## src/rtl/mask_filter_pkg.sv

```systemverilog
// Shared constants and helpers for the mask filter and its population counter.
package mask_filter_pkg;

    localparam int DEFAULT_WIDTH = 32;

    // Width needed to hold a count from 0 up to and including w.
    function automatic int count_width(input int w);
        return $clog2(w + 1);
    endfunction

endpackage

```

## src/rtl/mask_filter_popcount.sv

```systemverilog
// Combinational population count: number of 1 bits in data, range 0..WIDTH.
module popcount
    import mask_filter_pkg::*;
#(
    parameter int WIDTH = DEFAULT_WIDTH
) (
    input  logic [WIDTH-1:0]              data,
    output logic [count_width(WIDTH)-1:0] count
);

    localparam int CW = count_width(WIDTH);

    // Sum every bit; the count is wide enough that an all-ones word does not wrap.
    always_comb begin
        count = '0;
        for (int i = 0; i < WIDTH; i++) begin
            count = count + CW'(data[i]);
        end
    end

endmodule

```

## src/rtl/mask_filter.sv

```systemverilog
// Mask filter: combinational in & mask, plus a registered copy with
// population count, all-zero flag and "every mask bit present" flag.
module mask_filter
    import mask_filter_pkg::*;
#(
    parameter int WIDTH = DEFAULT_WIDTH
) (
    input  logic                          clk,
    input  logic                          rst_n,
    input  logic [WIDTH-1:0]              in,
    input  logic [WIDTH-1:0]              mask,
    input  logic                          in_valid,
    output logic [WIDTH-1:0]              out,
    output logic [WIDTH-1:0]              out_q,
    output logic                          out_valid,
    output logic [count_width(WIDTH)-1:0] ones,
    output logic                          zero,
    output logic                          all_set
);

    localparam int CW = count_width(WIDTH);

    logic [CW-1:0] masked_ones;

    // The filtered word never depends on clock, reset or in_valid.
    assign out = in & mask;

    popcount #(
        .WIDTH (WIDTH)
    ) u_popcount (
        .data  (out),
        .count (masked_ones)
    );

    // Capture the filtered word and its flags whenever in_valid is sampled high;
    // otherwise hold the last result and drop out_valid.
    always_ff @(posedge clk or negedge rst_n) begin
        if (!rst_n) begin
            out_q     <= '0;
            ones      <= '0;
            zero      <= 1'b1;
            all_set   <= 1'b0;
            out_valid <= 1'b0;
        end else if (in_valid) begin
            out_q     <= out;
            ones      <= masked_ones;
            zero      <= (out == '0);
            all_set   <= (out == mask);
            out_valid <= 1'b1;
        end else begin
            out_valid <= 1'b0;
        end
    end

endmodule

```

## config.mk

```make
export PLATFORM = sky130hd
export DESIGN_NAME = mask_filter
export DESIGN_NICKNAME = d
export VERILOG_FILES = /design/src/rtl/mask_filter_pkg.sv /design/src/rtl/mask_filter_popcount.sv /design/src/rtl/mask_filter.sv
export SDC_FILE = /design/constraint.sdc
export NUM_CORES = 1
export LEC_CHECK = 0
export CORE_ASPECT_RATIO = 1.75
export CORE_MARGIN = 5
export CORE_UTILIZATION = 30
export DETAILED_ROUTE_END_ITERATION = 8
export GPL_TIMING_DRIVEN = 0
export PLACE_DENSITY = 0.63
export SLEW_MARGIN = 25
export SYNTH_ARGS = -nofsm -noshare
export SYNTH_HDL_FRONTEND = slang
export SYNTH_SLANG_ARGS = --single-unit
```

## constraint.sdc

```tcl
create_clock -name clk -period 1.14 [get_ports clk]
set_clock_uncertainty 0.2 [all_clocks]
set_input_delay 0.114 -clock clk [delete_from_list [all_inputs] [get_ports clk]]
set_output_delay 0.114 -clock clk [all_outputs]
set_load 0.005 [all_outputs]
```

Yosys cells after proc, flatten, opt, wreduce, memory -nomap -nowiden. Cells that the tools add are included.

Input port bits: 67. Word-level logic and storage cells: 40. Bits in registers: 41.

Mux-type cells: 1. Bitwise gates (word level): 1. Reduce and logical (&&, ||, !) cells: 1. Add/sub/neg operators: 31. Eq/ne operators: 1.

Operators by type and width (number): $add A6 B1 Y6 (30); $and A32 B32 Y32 (1); $eq A32 B32 Y1 (1); $logic_not A32 Y1 (1); $add A1 B1 Y2 (1); $mux W1 (1).

Logic depth before layout (Yosys ltp). Gate-level depths: netlist of the first run.

Depth after elaboration: 32. Gate-level depth with buffers: 18. Depth with buffers taken out: 18.

By module. A second synthesis of the first run with hierarchy kept.

Cells, all modules: 270. Area, all modules: 2891.5 um^2.

By module, submodules not included: mask_filter (area each 2045.7 um^2, cells each 176, times used 1); popcount (area each 845.8 um^2, cells each 94, times used 1).

Worst setup path after synthesis of the first run. OpenSTA, ideal clock, no wires.

Kind: input -> register. From: input port mask[0]. To: register ones[4]. Setup time: 95 ps. Stages: 18. Data arrival time: 4672 ps. Required time: 845 ps. Slack: -3827 ps. Cell sequence: and2_1 > inv_1 > ha_1 > inv_1 > fa_1 > fa_1 > fa_1 > fa_1 > fa_1 > inv_1 > fa_1 > fa_1 > inv_1 > fa_1 > nor2b_1 > o21ai_0 > a21boi_0 > o31ai_1.

Longest elaborated chain between the ends: 32.

Ends and longest elaborated chain: from (decl) (RTL line mask_filter.sv:11) `input logic [WIDTH-1:0] mask,`; $and A32 B32 Y32 (RTL line mask_filter.sv:26) `assign out = in & mask;`; $add A1 B1 Y2 (RTL line mask_filter_popcount.sv:17) `count = count + CW'(data[i]);`; $add A6 B1 Y6 (30 in a row) (RTL line mask_filter_popcount.sv:17); to (signal assigned) (RTL line mask_filter.sv:46) `ones <= masked_ones;`; to (decl) (RTL line mask_filter.sv:16) `output logic [count_width(WIDTH)-1:0] ones,`.

No other way between the ends. A chain may end at the register's enable or synchronous reset.

Worst setup path after layout of the first run.
From: input port in[0]. To: register ones[2].

Longest elaborated chain between the ends: 32.

Ends and longest elaborated chain: from (decl) (RTL line mask_filter.sv:10) `input logic [WIDTH-1:0] in,`; $and A32 B32 Y32 (RTL line mask_filter.sv:26); $add A1 B1 Y2 (RTL line mask_filter_popcount.sv:17); $add A6 B1 Y6 (30 in a row) (RTL line mask_filter_popcount.sv:17).

No other way between the ends.

==> results.cfg, run 1 <==
[worst_setup_path]
required_ns = 1.11
criticalPathCategory = in2reg
r2r_end = ones[0]
path_max_fanout = 2
ff2ff_setup_slack_ns = 0.06
cp-start-kind = primary input
cp.arrival_ns = 4.77
timing.rr.start = ones[0]
cp-end-kind = register
worstRegToRegCells = 2
critical_path.startpoint = in[0]
worst_setup_path_endpoint = ones[2]

[outcome]
violations = negative hold slack, negative setup slack
status = finished, violations left

[global_route]
grt_pass1_wl_um = 16600
grt_overflow = 0
grt_max_degree = 22
grt.total_usage = 0.186
antenna_found_initial = 0
first_global_vias = 3026

[placement]
post-place-ws_ns = -4.35
dpl-instance-area_um2 = 4460
io_buffers = 139
globalplace.congestion = 0.802
dp_hpwl_um = 8240
dp.cells = 531

[synth]
synth_seq_cells = 41
syn_inst = 269
synth_area_per_cell_um2 = 10.6
synthesis.nets = 369
synth.distinct_cells = 34
yosysSeqAreaShare = 0.360
syn_area_um2 = 2850
yosysWarnings = 0

[drt]
antenna_left = 0
vias = 2695
drc_errors = 0
drt_iter0_markers = 73
vias_per_cell = 4.61
wl_met2_um = 5970
totalWireLength_um = 10500
wl_met1_um = 3610
wl_met3_um = 590
top_layer = met4
avgRoutedWirePerCell_um = 17.9
drt-pass1-iter-count = 4

[sta]
relSlewSlack = 0.748
setup_viol = 9
max_freq_ghz = 0.208
slew_viol_final = 0
tightestPinTransition_ns = 0.378
finalHoldViolations = 1
fin_crit_ns = 4.80
min_period_over_period = 4.21
worst_slack_ns = -3.66
rsz0062_at_grt = true
whs_ns = -0.0141
tns_ns = -21.69

[final_layout]
fill_cells = 861
seqCellArea_um2 = 1030
fin_cells = 585
final_cell_area_um2 = 4940
nets = 562
diodes = 0
multi_input_area_um2 = 1870
fin_util = 0.526
final_layout_size_suffix_gt1_frac = 0.594
syn2layout_area_growth_pct = 73.3

[floorplan]
io_pins = 140
core-area_um2 = 9410
initial_core_util = 0.303
die_x_um = 83.7
fp-row-count = 47
die_area_um2 = 11600
die_height_um = 139

[power_and_ir_drop]
irDropWorstVdd_mv = 1.19
swShare = 0.351
p_leak_nw = 2.67
p_clk_frac = 0.201
p_seq_frac = 0.232
combPwrFrac = 0.566
intPower_mw = 4.86
power_density_nw_per_um2 = 1510
power_mw = 7.49
p_sw_mw = 2.63

[cts]
cts_made_buffers = 5
clk_pin_slew_ns = 0.06
tritoncts = done
clockRootBuffer = clkbuf_16
insertion_delay_ns = 0.28
h-tree-depth = 2
cts_sinks = 41
cts.path.max_buffers = 2

[run]
cap_violations = 0

[hold_path]
holdCritPathClass = in2reg
## repair_timing
item                       CTS  global route
hold buffers                 2             0
gates resized for setup    486            78
buffers inserted            35            13
pin swaps                   53            44
setup endpoints to repair  113            55
hold endpoints to repair    22             0
## kinds of logic after synthesis
| kind of cell | after synthesis | synth area share |
|---|---|---|
| DFF | 41 | 0.360 |
| adders and majority gates | 33 | 0.208 |
| AOI/OAI and AO/OA | 21 | 0.0566 |
| and+or+nand+nor | 71 | 0.143 |
| muxes | 35 | 0.138 |
| xor gates and xnor gates | 2 | 0.00614 |
| buffers and inverters | 66 | 0.0881 |
## area by class of cell
type / instances / area share
Tap cell: 122 / 0.0309
Multi-Input combinational cell: 162 / 0.377
Inverter: 62 / 0.0476
Clock inverter: 1 / 0.00101
Clock buffer: 7 / 0.0309
Timing Repair Buffer: 186 / 0.294
Buffer: 4 / 0.0109
Sequential cell: 41 / 0.208
## power groups by stage
stage	Sequential [mW]	Clock, mW	Combinational, mW
after floorplan	1.79	0	2.50
after global placement	1.77	0	3.88
after detailed placement	1.77	0	3.96
after CTS	1.74	1.55	4.20
after global routing	1.76	1.61	4.75
final	1.74	1.51	4.24
## layout by cell type (no fill, tap or decap), types with 8 or more instances in the layout
cell | synthesis | routed
nand2_2 | 0 | 17
buf_4 | 0 | 27
nor2b_1 | 14 | 12
fa_1 | 24 | 22
and2_4 | 1 | 14
mux2_2 | 35 | 32
clkdlybuf4s15_1 | 0 | 15
clkbuf_2 | 0 | 20
dfrtp_1 | 40 | 40
buf_6 | 0 | 35
inv_1 | 60 | 46
dlygate4sd2_1 | 0 | 19
ha_1 | 9 | 8
inv_2 | 2 | 15
clkdlybuf4s15_2 | 0 | 10
buf_2 | 3 | 58
## metal layers
metal	vias to the layer above	global-route usage
li1	1258	-
met1	1314	0.195
met2	104	0.349
met3	19	0.0410
met4	0	0.0831
met5	-	0
## critical path, cell delays in order
cell     delay [ns]
buf_6          0.07
and2_4         0.14
inv_2          0.04
ha_4           0.25
inv_2          0.03
fa_1           0.52
fa_1           0.43
fa_1           0.53
fa_1           0.44
fa_1           0.55
inv_2          0.05
fa_1           0.49
fa_2           0.22
inv_2          0.04
fa_2           0.33
buf_4          0.14
xnor2_1        0.13
mux2_4         0.26
## synthesized netlist by cell type
master     instances  area, µm²
nor3b_1            1       7.51
ha_1               9        113
o21ai_0            3       15.0
dfrtp_1           40       1000
a222oi_1           1       10.0
o221ai_1           1       8.76
nand2b_1           9       56.3
or4_1              5       37.5
buf_1              1       3.75
nor3_1             1       5.00
a31o_2             1       8.76
o22ai_1            1       6.26
and2_1            13       81.3
a21oi_1            1       5.00
nor2b_1           14       87.6
nand4_1            3       18.8
inv_2              2       7.51
a21boi_0           1       7.51
inv_1             60        225
a22oi_1            1       7.51
o2111ai_1          3       26.3
xnor2_1            2       17.5
nand2_1           22       82.6
mux2_2            35        394
o31ai_1            2       15.0
buf_2              3       15.0
a22o_1             1       8.76
or4_4              1       11.3
fa_1              24        480
and2_4             1       8.76
a21o_1             1       7.51
a2111oi_0          4       35.0
nor4_2             1       12.5
dfstp_2            1       26.3
## flip-flops by register name, summed over array words and instances (netlist names)
register	count
out_q	32
ones	6
all_set	1
out_valid	1
zero	1
## how the worst min path moves through the flow
stage          slack, ns     from   endpoint  depth (start not counted)
2_1_floorplan      -0.38    rst_n    all_set                          0
3_3_place_gp        0.27  all_set    all_set                          2
3_5_place_dp       -0.06    rst_n  out_q[31]                          1
4_1_cts            -0.04  mask[0]    all_set                          4
5_1_grt           0.0008  mask[0]    all_set                          4
6_report           -0.01  mask[0]    all_set                          4
Note: power is estimated with default switching activity, not from simulation.
==> inputs of run 2 (changes only) <==
Settings changed: CORE_UTILIZATION 30 to 35, PLACE_DENSITY 0.63 to 0.76.
==> results.cfg, run 2 (synthesis results as in run 1) <==
[worst_setup_path]
worstRegToRegCells = 2
path_max_fanout = 2
criticalPathCategory = in2reg
ff2ff_setup_slack_ns = 0.05
critical_path.startpoint = in[0]
required_ns = 1.13
cp-start-kind = primary input
cp.arrival_ns = 4.84
timing.rr.start = out_q[22]
cp-end-kind = register

[floorplan]
io_pins = 140
die_x_um = 78.3
die_area_um2 = 10100
die_height_um = 129
core-area_um2 = 7960
fp-row-count = 43
initial_core_util = 0.358

[final_layout]
final_cell_area_um2 = 4820
largest_reg_flops = 32
largest_register = out_q
top_regs = out_q: 32 flops, ones: 6 flops
final_cell_mix = buf_2, inv_1, dfrtp_1
nets = 547
diodes = 0
syn2layout_area_growth_pct = 68.8
fill_cells = 689
multi_input_area_um2 = 2010
fin_cells = 538
seqCellArea_um2 = 1030
final_layout_size_suffix_gt1_frac = 0.629
final_common_cell = buf_2

[cts]
clk_pin_slew_ns = 0.06
clockRootBuffer = clkbuf_16
cts_sinks = 41
cts_made_buffers = 5
cts.path.max_buffers = 2
insertion_delay_ns = 0.29
h-tree-depth = 2
tritoncts = done

[drt]
avgRoutedWirePerCell_um = 19.7
drt_iter0_markers = 97
vias = 2686
vias_per_cell = 4.99
drt-pass1-iter-count = 4
drc_errors = 0
totalWireLength_um = 10600
antenna_left = 0

[sta]
max_freq_ghz = 0.207
finalHoldViolations = 1
worst_slack_ns = -3.70
rsz0062_at_grt = true
relSlewSlack = 0.646
tightestPinTransition_ns = 0.531
slew_viol_final = 0
fin_crit_ns = 4.84
min_period_over_period = 4.25
whs_ns = -0.00133
setup_viol = 8

[outcome]
violations = negative hold slack, negative setup slack
status = finished, violations left

[power_and_ir_drop]
power_density_nw_per_um2 = 1570
irDropWorstVdd_mv = 1.29
power_mw = 7.58
p_leak_nw = 2.66

[placement]
io_buffers = 139
post-place-ws_ns = -4.43
dpl-instance-area_um2 = 4420
dp.cells = 499
dp_hpwl_um = 8280
globalplace.congestion = 0.842

[global_route]
grt_overflow = 0
grt.total_usage = 0.213
antenna_found_initial = 0
grt_pass1_wl_um = 16100
first_global_vias = 3008
grt_max_degree = 23

[hold_path]
holdCritPathClass = in2reg
hold_path_startpoint = in[24]
hold_path_depth = 4

[run]
cap_violations = 0
[run 2: path summary, 6_finish.rpt]
kind	end
max	ones[4]
min	out_q[24]
max reg2reg	out_q[22]
min reg2reg	ones[1]
max in group asynchronous	ones[4]
min in group asynchronous	out_q[29]
[run 2: cell type report]
cell class | instances | area share
clock buffers | 7 | 0.0317
well taps | 90 | 0.0234
repair buffers | 171 | 0.259
plain buffers | 4 | 0.00571
clock inverters | 1 | 0.00104
flip-flops and latches | 41 | 0.213
inverters | 62 | 0.0488
multi-input cells | 162 | 0.417
[run 2: metal layers]
| metal | GRT usage | wire length (µm) | up-vias |
|---|---|---|---|
| li1 | - | - | 1220 |
| met1 | 0.204 | 3360 | 1327 |
| met2 | 0.413 | 6160 | 116 |
| met3 | 0.0452 | 624 | 23 |
| met4 | 0.118 | 471 | 0 |
| met5 | 0 | 0 | - |
[run 2: what timing repair did]
item | CTS | global route
hold endpoints to repair | 44 | 0
hold buffers | 2 | 0
setup buffers | 25 | 7
gates resized for setup | 544 | 48
endpoints found under the setup margin | 113 | 28
pin swaps | 50 | 33
[run 2: critical path: stages]
cell	delay, ns
buf_6	0.07
and2_4	0.15
inv_4	0.04
ha_4	0.24
inv_2	0.03
fa_1	0.49
fa_1	0.43
fa_1	0.57
fa_1	0.46
fa_1	0.55
inv_2	0.05
fa_1	0.49
fa_2	0.21
inv_2	0.04
fa_2	0.34
nor2b_2	0.15
o21ai_2	0.07
nor3b_2	0.16
o31ai_1	0.18
[run 2: per-stage QoR]
stage	setup TNS, ns	util
finish	-21.63	0.605
global route	-22.33	0.605
CTS	-23.08	0.601
detailed placement	-69.98	0.555
global placement	-124.27	0.552
floorplan	-21.55	-
[run 2: report_power, final]
group          internal (mW)  switching (mW)  leakage, nW
Clock                  0.926           0.566       0.0799
Sequential              1.66          0.0869        0.524
Combinational           2.25            2.10         2.06
Total                   4.83            2.75         2.66
==> inputs of run 3 (changes only) <==
Clock period 1.14 ns to 6.1 ns, I/O delays scaled along.
==> results.cfg, run 3 (synthesis results as in run 1) <==
[global_route]
grt_overflow = 0
grt.total_usage = 0.191
grtUsageMet2 = 0.362
first_global_vias = 2812
grt_max_degree = 26
antenna_found_initial = 0
grt_use_met3 = 0.0466
use_met1 = 0.194
grt_pass1_wl_um = 14700
busiest_layer = met2

[sta]
relSlewSlack = 0.568
min_period_over_period = 0.959
max_freq_ghz = 0.171
worst_slack_ns = 0.248
slew_viol_final = 0
tightestPinTransition_ns = 0.632
setup_viol = 0
finalHoldViolations = 0
rsz0062_at_grt = false
fin_crit_ns = 5.85

[drt]
vias = 2535
drt_iter0_markers = 112
antenna_left = 0
avgRoutedWirePerCell_um = 18.5
vias_per_cell = 5.00
drc_errors = 0
drt-pass1-iter-count = 4
totalWireLength_um = 9380

[power_and_ir_drop]
p_clk_frac = 0.218
irDropWorstVdd_mv = 0.222
combPwrFrac = 0.532
p_leak_nw = 2.14
intPower_uw = 857
power_density_nw_per_um2 = 288
swShare = 0.344
p_seq_frac = 0.250
p_sw_uw = 449

[final_layout]
fill_cells = 700
nets = 516
final_common_cell = clkdlybuf4s50_1
top_regs = out_q: 32 flops, ones: 6 flops
diodes = 0
syn2layout_area_growth_pct = 59.0
fin_util = 0.570
final_layout_size_suffix_gt1_frac = 0.139
largest_register = out_q
final_cell_mix = clkdlybuf4s50_1, inv_1, dfrtp_1
largest_reg_flops = 32

[cts]
clk_pin_slew_ns = 0.06
postCtsHoldBufs = 0
tritoncts = done
clockRootBuffer = clkbuf_16
cts_sinks = 41
insertion_delay_ns = 0.28
cts_made_buffers = 5
h-tree-depth = 2
cts.path.max_buffers = 2
post_cts_buffers = 0

[placement]
dp_hpwl_um = 7960
io_buffers = 139
globalplace.congestion = 0.882
post-place-ws_ns = -0.167

[outcome]
status = complete, no violations

[floorplan]
fp-row-count = 43
initial_core_util = 0.358
core-area_um2 = 7960
io_pins = 140
die_area_um2 = 10100
die_height_um = 129
die_x_um = 78.3

[worst_setup_path]
criticalPathCategory = in2reg
path_max_fanout = 4
cp-end-kind = register
required_ns = 6.08
cp.arrival_ns = 5.83
cp-start-kind = primary input

[run]
cap_violations = 0

[hold_path]
holdCritPathClass = in2async
## run 3: power groups by stage
stage / clock network [mW] / logic, mW / registers [mW]
3_3_place_gp: 0 / 0.674 / 0.330
3_5_place_dp: 0 / 0.689 / 0.332
2_1_floorplan: 0 / 0.424 / 0.333
5_1_grt: 0.298 / 0.795 / 0.330
4_1_cts: 0.291 / 0.697 / 0.327
6_report: 0.285 / 0.695 / 0.326
## run 3: final timing paths
kind,slack (ns),startpoint,depth (start not counted),end
min in group clk,0.29,ones[1],2,ones[1]
setup / recovery,0.25,mask[0],19,ones[5]
hold / removal,0.05,rst_n,1,out_q[16]
max in group asynchronous,5.09,rst_n,2,zero
setup reg to reg,5.08,ones[5],2,ones[5]
hold reg to reg,0.29,ones[1],2,ones[1]
## run 3: timing repair
action / in CTS / in global routing
hold endpoints to repair: 0 / 0
resized for setup: 0 / 4
setup endpoints to repair: 0 / 3
## run 3: metrics by stage
step | power, mW | hold WS [ns] | std cells | TNS (ns) | cell area (µm²)
2_1_floorplan | 0.757 | 0.114 | 269 | 0 | 2850
3_3_place_gp | 1.00 | 0.273 | 498 | -0.141 | 4360
3_5_place_dp | 1.02 | 0.283 | 499 | -0.423 | 4370
4_1_cts | 1.32 | 0.0610 | 507 | 0 | 4530
5_1_grt | 1.42 | 0.0762 | 507 | 0 | 4540
6_report | 1.31 | 0.0522 | 507 | 0 | 4540
## run 3: cell type report
type | instances | area, µm² | share of cell area
repair buffers | 140 | 1410 | 0.310
clock buffers | 7 | 153 | 0.0336
multi-input cells | 162 | 1580 | 0.349
well taps | 90 | 113 | 0.0248
flip-flops and latches | 41 | 1030 | 0.226
inverters | 62 | 233 | 0.0513
plain buffers | 4 | 18.8 | 0.00414
clock inverters | 1 | 5.00 | 0.00110
## run 3: worst max-delay path: stages
cell and delay (ns):
clkdlybuf4s50_1 0.48, and2_4 0.16, inv_1 0.04, ha_1 0.26
inv_1 0.05, fa_1 0.48, fa_1 0.39, inv_1 0.08
fa_1 0.44, fa_1 0.53, fa_1 0.55, inv_1 0.05
fa_1 0.60, inv_1 0.06, ha_1 0.29, a21o_1 0.15
a21oi_1 0.22, o21ai_0 0.13, a31o_2 0.25
## run 3: routing by layer
layer | share of wire | wire length [µm]
met2 | 0.55 | 5180
met4 | 0.034 | 323
met3 | 0.077 | 725
met5 | 0 | 0
met1 | 0.34 | 3160
==> variant (config.mk and constraints of run 1) <==
Register the output `out_valid` once more; this adds one clock of latency there. The other outputs are not delayed to match.
--- a/src/rtl/mask_filter.sv
+++ b/src/rtl/mask_filter.sv
@@ -20,6 +20,8 @@
 
     localparam int CW = count_width(WIDTH);
 
+    logic out_valid_s0;
+
     logic [CW-1:0] masked_ones;
 
     // The filtered word never depends on clock, reset or in_valid.
@@ -40,16 +42,20 @@
             ones      <= '0;
             zero      <= 1'b1;
             all_set   <= 1'b0;
-            out_valid <= 1'b0;
+            out_valid_s0 <= 1'b0;
         end else if (in_valid) begin
             out_q     <= out;
             ones      <= masked_ones;
             zero      <= (out == '0);
             all_set   <= (out == mask);
-            out_valid <= 1'b1;
+            out_valid_s0 <= 1'b1;
         end else begin
-            out_valid <= 1'b0;
+            out_valid_s0 <= 1'b0;
         end
+    end
+
+    always_ff @(posedge clk) begin
+        out_valid <= out_valid_s0;
     end
 
 endmodule
Formal check against the unedited RTL: not equivalent (a bounded check fails within 4 cycles, from zero or initial values and one cycle with rst_n low).
==> variant against run 1 <==
The run still ends with hold timing, setup timing left; clock power fell by 3%; count of clock-buffer cells in the layout stayed put; sequential cell count increased by 1; synthesized area rose by 0.70%; cell area is 0.46% lower; setup slack got worse by 48 ps; total power shrank 1.0%; wire length is 1.9% higher; via count decreased by 1.1%; worst hold slack got worse by 53 ps; highest routed layer unchanged.
==> variant: results <==
sta:
  setup-tns-final_ps: -21790
  hold_viol: 1
  hold_ws_ps: -66.68
  setup_viol: 8
  setup_ws_ps: -3705
run_status:
  status: "finished, violations left"
  violations: "hold timing, setup timing"
placed_design:
  gp_congestion: 0.8282
  place_ws_ps: -4467
  dp_hpwl_um: 8252
  place_area_um2: 4497
  dp.cells: 533
setup_path:
  worstReg2RegEnd: "out_q[23]"
  reg2reg_from: "out_q[23]"
clock_network:
  cts_resized: 539
  cts_hold_buffers: 3
power_and_ir_drop:
  ir_worst_vdd_v: 0.001145
yosys:
  yosys-mux-area-fraction_pct: 13.71
  synth_seq_area_share_pct: 36.44
  synth_cell_type_count: 35
  synth_compound_area_share_pct: 5.616
  synth_async_sr_flop_share_pct: 97.62
  syn_inst: 270
grt:
  track_usage_pct: 18.01
  grt_pass1_vias: 2925
final_layout:
  fillerInstances: 900
routing:
  routed_wl_um: 10700
## variant: cell count changes in the layout (fill, tap and decap cells not counted), moves of 5 or more
| cell | run 1 | this run |
|---|---|---|
| clkdlybuf4s15_1 | 15 | 6 |
| dlygate4sd2_1 | 19 | 24 |
| buf_6 | 35 | 22 |
| nor2b_4 | 1 | 11 |
| nor2b_1 | 12 | 3 |
| clkbuf_2 | 20 | 10 |
| buf_2 | 58 | 75 |
## variant: report_power, final
group | internal, uW | leakage [uW] | total [uW] | switching (uW)
sequential | 1690 | 0.000533 | 1780 | 88.5
clock | 869 | 0.0000739 | 1460 | 591
combinational | 2200 | 0.00208 | 4170 | 1960
total | 4770 | 0.00268 | 7410 | 2640
## variant: critical path, cell delays in order
cell and delay [ps]:
buf_6 70, and2_4 150, inv_4 40, ha_4 250, inv_2 30, fa_1 500, fa_1 430, fa_1 540
fa_1 470, fa_1 550, inv_2 40, fa_1 450, fa_2 360, buf_4 140, a21o_1 160, a21oi_2 170
xnor2_1 100, mux2_4 260
## variant: layout make-up
cell class,count,share of cell area (%)
plain buffers,4,0.7117
clock buffers,7,2.898
clock inverters,1,0.1017
inverters,62,4.779
multi-input cells,162,40.32
flip-flops and latches,42,21.28
well taps,122,3.101
repair buffers,176,26.82
## variant: how the worst max path moves through the flow
stage,end,slack (ps),cells past startpoint
floorplan,ones[4],-3640,18
global placement,ones[4],-4330,19
detailed placement,ones[4],-4470,19
CTS,ones[4],-3940,19
global route,ones[4],-3820,19
finish,ones[3],-3710,18
## variant: routing by layer
metal	vias up	GRT usage, %	wire [um]
li1	1235	-	-
met1	1303	18.45	3722
met2	110	33.32	5933
met3	18	4.790	668
met4	0	8.559	371
met5	-	0	0
